==> src/rtl/cordic_rotation.sv <==
// Iterative rotation-mode CORDIC: rotates (x_in, y_in) by angle_in, one micro-rotation
// per clock, sequenced by a start/done handshake. Results carry the CORDIC gain K.
//
// state  | meaning
// IDLE   | waiting for start; operands are captured on the start edge
// ROTATE | one micro-rotation per clock, iter = 0 .. ITERATIONS-1
// DONE   | done pulse; x_out/y_out hold the fresh result
module cordic_rotation #(
  parameter int WORD_LENGTH = 16,
  parameter int ITERATIONS  = 14
) (
  input  logic                          clk,
  input  logic                          rst,
  input  logic                          start,
  input  logic signed [WORD_LENGTH-1:0] x_in,
  input  logic signed [WORD_LENGTH-1:0] y_in,
  input  logic signed [WORD_LENGTH-1:0] angle_in,
  output logic                          busy,
  output logic                          done,
  output logic signed [WORD_LENGTH+1:0] x_out,
  output logic signed [WORD_LENGTH+1:0] y_out
);

  localparam int IW = WORD_LENGTH + 2;
  localparam int ZW = WORD_LENGTH + 1;
  localparam int CW = $clog2(ITERATIONS + 1);
  localparam int UP = (WORD_LENGTH >= 16) ? WORD_LENGTH - 16 : 0;
  localparam int DN = (WORD_LENGTH < 16) ? 16 - WORD_LENGTH : 0;

  // Table is held at 16-bit angle scale (2^15 == pi) and rescaled with rounding for other widths.
  function automatic logic signed [ZW-1:0] atan_lut(input int i);
    int v16;
    case (i)
      0:  v16 = 8192;
      1:  v16 = 4836;
      2:  v16 = 2555;
      3:  v16 = 1297;
      4:  v16 = 651;
      5:  v16 = 326;
      6:  v16 = 163;
      7:  v16 = 81;
      8:  v16 = 41;
      9:  v16 = 20;
      10: v16 = 10;
      11: v16 = 5;
      12: v16 = 3;
      13: v16 = 1;
      14: v16 = 1;
      default: v16 = 0;
    endcase
    return ZW'((((v16 <<< UP) * 2) + (1 <<< DN)) >>> (DN + 1));
  endfunction

  typedef enum logic [1:0] {IDLE, ROTATE, DONE} state_t;
  state_t state, state_nx;

  logic signed [IW-1:0] x_q, y_q, x_nx, y_nx, x_sh, y_sh, x_ext, y_ext;
  logic signed [ZW-1:0] z_q, z_nx, z_ld, atan_i;
  logic [CW-1:0]        iter;
  logic                 pre, last;

  always_ff @(posedge clk) begin
    if (rst) state <= IDLE;
    else     state <= state_nx;
  end

  always_comb begin
    state_nx = state;
    busy     = 1'b0;
    done     = 1'b0;
    case (state)
      IDLE:   if (start) state_nx = ROTATE;
      ROTATE: begin
        busy = 1'b1;
        if (last) state_nx = DONE;
      end
      DONE: begin
        busy     = 1'b1;
        done     = 1'b1;
        state_nx = IDLE;
      end
      default: state_nx = IDLE;
    endcase
  end

  // |angle| > pi/2 is folded by negating the vector and shifting z by pi (MSB flip).
  always_comb begin
    x_ext  = {{2{x_in[WORD_LENGTH-1]}}, x_in};
    y_ext  = {{2{y_in[WORD_LENGTH-1]}}, y_in};
    pre    = angle_in[WORD_LENGTH-1] ^ angle_in[WORD_LENGTH-2];
    z_ld   = pre ? {~angle_in[WORD_LENGTH-1], ~angle_in[WORD_LENGTH-1], angle_in[WORD_LENGTH-2:0]}
                 : {angle_in[WORD_LENGTH-1], angle_in};
    x_sh   = x_q >>> iter;
    y_sh   = y_q >>> iter;
    atan_i = atan_lut(int'(iter));
    if (!z_q[ZW-1]) begin
      x_nx = x_q - y_sh;
      y_nx = y_q + x_sh;
      z_nx = z_q - atan_i;
    end else begin
      x_nx = x_q + y_sh;
      y_nx = y_q - x_sh;
      z_nx = z_q + atan_i;
    end
    last = (iter == CW'(ITERATIONS - 1));
  end

  always_ff @(posedge clk) begin
    if (rst) begin
      x_q   <= '0;
      y_q   <= '0;
      z_q   <= '0;
      iter  <= '0;
      x_out <= '0;
      y_out <= '0;
    end else begin
      case (state)
        IDLE: if (start) begin
          x_q  <= pre ? -x_ext : x_ext;
          y_q  <= pre ? -y_ext : y_ext;
          z_q  <= z_ld;
          iter <= '0;
        end
        ROTATE: begin
          x_q  <= x_nx;
          y_q  <= y_nx;
          z_q  <= z_nx;
          iter <= iter + 1'b1;
          if (last) begin
            x_out <= x_nx;
            y_out <= y_nx;
          end
        end
        default: ;
      endcase
    end
  end

endmodule
==> config.mk <==
export PLATFORM = sky130hd
export DESIGN_NAME = cordic_rotation
export DESIGN_NICKNAME = d
export VERILOG_FILES = /design/src/rtl/cordic_rotation.sv
export SDC_FILE = /design/constraint.sdc
export NUM_CORES = 1
export LEC_CHECK = 0
export ABC_CLOCK_PERIOD_IN_PS = 12400
export BUFFER_PORTS_ARGS = -buffer_cell sky130_fd_sc_hd__buf_2
export CORE_ASPECT_RATIO = 1.5
export CORE_MARGIN = 4
export CORE_UTILIZATION = 60
export DETAILED_ROUTE_END_ITERATION = 10
export PLACE_DENSITY = 0.8
export SETUP_SLACK_MARGIN = 0.3
export SLEW_MARGIN = 40
export SYNTH_ARGS = -nofsm -noshare
export SYNTH_HDL_FRONTEND = slang
export SYNTH_SLANG_ARGS = --single-unit
==> constraint.sdc <==
create_clock -name clk -period 12.4 [get_ports clk]
set_clock_uncertainty 0.2 [all_clocks]
set_input_delay 0.62 -clock clk [delete_from_list [all_inputs] [get_ports clk]]
set_output_delay 0.62 -clock clk [all_outputs]
set_load 0.005 [all_outputs]
==> key figures <==
Status
  – Outcome: finished clean

Route
  – Vias per cell: ~6.6
  – DR pass1 iterations: 6
  – DR WL/cell: about 21 um
  – Final Routed Wirelength: roughly 31 mm
  – 1st-iter DRT viols: 1015
  – Via count: 9981
  – Residual DRC: 0
  – Routed Antenna Nets: 0

Final layout
  – Layout cell share with drive strength beyond 1: 0.150
  – Finished Core Util: 0.663
  – Fin cells: 1503
  – Layout area overhead: 7.51%
  – Final Cell Area: 10800 sq um
  – Antenna Cells: 0
  – Fill cell count: about 1400
  – Nets: about 1400

Power
  – Gate power share: 0.601
  – Maximum VDD drop: between 0.09 and 0.1 mV
  – Clock power share: 0.157
  – Total power: between 1.5 and 2 mW
  – P per Cell Area: between 150 and 200 nW/um^2
  – Switching share of power: 0.467
  – Reg power frac: 0.242
  – Internal: 0.977 mW
  – Leak: roughly 4.4 nW
  – Switch Pwr: between 0.8 and 0.9 mW

CTS
  – Htree depth: 3
  – Hold-fix buffers, CTS: 0
  – Worst-path clk slew: approximately 0.080 ns
  – PostCTS Resize Cnt: 0
  – CTS tree: done
  – Maximum clock path buffer count: 2
  – Total CTS buffers: 9
  – # Post-CTS Setup Buffers: 0
  – Clock Tree Root: clkbuf_16
  – Sink Count: 109
  – Clk_lat worst skew: around 0.35 ns

Yosys
  – Register area share after synthesis: 0.217
  – Syn_nets: about 1400
  – Synth Instances: 1256
  – Top cells by area, synth: dfxtp_1, ha_1, mux4_2
  – Yosys top cell by area: dfxtp_1
  – Ys async rst share: 0
  – Post-synth top area share: 0.217
  – Mapped Area: ~10000 sq um
  – Netlist cell types: 84
  – Synthesized area per cell: approximately 8.0 sq um
  – Top_reg_cell synth: dfxtp_1
  – Seq cells post-synth: 109
  – EDFF count, synth: 0
  – Yosys warnings: 0

Setup path
  – Crit start category: register
  – CP max stage delay: just under 0.6 ns
  – Critical Path AT: roughly 5.6 ns
  – Largest delay share family, worst path: compound AO/OA/AOI/OAI gates
  – Req. time, crit path: approximately 12 ns
  – Worst r2r path cells: 17
  – R2r setup slk: 6.83 ns
  – CP max stage cell: buf_4
  – Critical Path Fanout Max: between 60 and 70
  – WS Path Type: reg2reg
  – Cell Chain, Critical Path: buf_4, mux2_2, mux4_2, o21ai_0, ha_1, nor2b_1, a21o_1, o21a_1, xor2_1, ha_1, a21o_1, a221oi_1, a21boi_0, nor2_1, o41ai_1, or4b_2, a31oi_1
  – R2r endpoint: x_out[16]
  – CP Buf/Inv Count: 1
  – Endpoint type of the worst setup path: register
  – Worst r2r src: iter[1]

Hold path
  – Worst hold path cell count: 2
  – Worst hold path class: reg2reg
  – Hold endpoint: x_out[12]
  – Critical hold path startpoint: x_out[12]

GRT
  – Grt total ovfl: 0
  – Pin count of the biggest net entering global routing: between 80 and 90
  – Initial antenna violation count: 0
  – First-pass GRT wire length: ~49 mm
  – Total global-route track usage: 0.321
  – Number of global-route vias before repair: ~9700

Floorplan
  – Die H: about 170 um
  – Chip width: between 100 and 150 um
  – Core Area: roughly 16000 sq um
  – Die area: between 15000 and 20000 sq um
  – # rows: 57
  – # IOs: 89
  – Initial core utilization: 0.617

Placed design
  – Port Buffer Count: between 80 and 90
  – Placed insts: ~1500
  – Placer congestion estimate: 1.01
  – Dpl ws: around 7.0 ns
  – Post-DP HPWL: between 20 and 25 mm
  – Post-DP Area: 10500 sq um

Timing
  – Least-Margin Pin Slew: between 0.8 and 0.9 ns
  – RSZ-0062 raised after global routing: no
  – Minimum clock period: 5.57 ns
  – Worst hold slack: approximately 0.25 ns
  – Final Max Slew Viols: 0
  – Final cycle utilization of the critical path: 0.449
  – Worst setup margin: just under 7 ns
  – Final Hold Fails: 0
  – Final setup viols: 0
  – Rel. slew slack: 0.439
  – Setup tns final: 0 ns
  – Achievable Freq: ~0.18 GHz

Run
  – Max-cap viol count: 0
cell families (layout without fill, tap and decap cells):
group	count (synthesis)	count (layout)	synth area share
and+or+nand+nor	403	403	0.185
xor gates and xnor gates	117	117	0.102
adders and majority gates	69	69	0.0879
muxes	72	72	0.121
AOI/OAI and AO/OA	363	363	0.235
DFF	109	109	0.217
buffers and inverters	123	164	0.0536
worst min-delay path, cell delays in order (launching register included):
cell     delay [ns]
dfxtp_1        0.31
nand2_1        0.05
a21oi_1        0.05
worst max-delay path by stage:
stage,from,end,slack [ns],cells after the start
finish,iter[1],x_out[16],6.83,17
global placement,iter[0],x_out[16],7.12,16
floorplan,iter[0],x_q[16],7.58,17
detailed placement,iter[0],x_out[16],6.96,16
CTS,iter[0],x_out[16],6.94,16
global route,iter[1],x_out[16],6.34,18
layout by cell type, fill, tap and decap left out, drive strengths merged, types with 13 or more instances in the layout:
cell type	instances
a21oi	111
dfxtp	109
xnor2	69
buf	101
nor2	145
xor2	48
a31oi	27
o21a	14
a222oi	23
mux4	37
o211ai	14
mux2i	19
nand3	18
nor3	32
a211oi	18
nand2	122
inv	49
o21ai	70
nand2b	13
ha	66
mux2	16
o22ai	13
and2	15
routing by layer:
layer	routed length [um]	up-vias	GRT usage
met1	11500	4724	0.387
met2	15400	476	0.554
met5	0	-	0
met4	1890	0	0.178
met3	2180	114	0.0330
li1	-	4667	-
power groups by stage:
| stage | sequential, mW | combinational (mW) | clock [mW] |
|---|---|---|---|
| 3_5_place_dp | 0.448 | 1.07 | 0 |
| 4_1_cts | 0.440 | 1.08 | 0.288 |
| 5_1_grt | 0.446 | 1.21 | 0.303 |
| 3_3_place_gp | 0.447 | 1.06 | 0 |
| 6_report | 0.444 | 1.10 | 0.287 |
| 2_1_floorplan | 0.417 | 0.833 | 0 |
sequential cells by signal (all words and copies together), names as in the netlist:
register and count:
y_out 18, z_q 17, iter 4, x_out 18, atan_i 14, state 2
x_q 18, y_q 18
layout make-up:
class / count / area, sq um / area share
Inverter: 48 / 180 / 0.0166
Clock inverter: 4 / 32.5 / 0.00300
Clock buffer: 11 / 253 / 0.0233
Tap cell: 206 / 258 / 0.0238
Sequential cell: 109 / 2180 / 0.202
Timing Repair Buffer: 101 / 542 / 0.0500
Multi-Input combinational cell: 1024 / 7380 / 0.682
synth_stat cells (all sizes together), types with 3 or more instances:
cell type / number
mux2i: 19
nor3b: 7
nor3: 32
o31ai: 10
and2: 15
a221oi: 6
buf: 18
a22o: 3
nand3: 18
o21bai: 5
a211oi: 18
a222oi: 23
nand4b: 3
fa: 3
or2: 6
o211ai: 14
o21ai: 70
clkbuf: 57
and3: 7
xor2: 48
a21boi: 3
a21oi: 111
ha: 66
o2111ai: 3
nor4: 6
nor4b: 4
a31oi: 27
o22ai: 13
o21a: 14
dfxtp: 109
xnor2: 69
a2111oi: 7
or3: 12
nand2b: 13
inv: 48
nor2: 145
mux2: 16
nor2b: 4
a22oi: 6
mux4: 37
nand2: 122
a21o: 11
(Power assumes the default switching activity.)
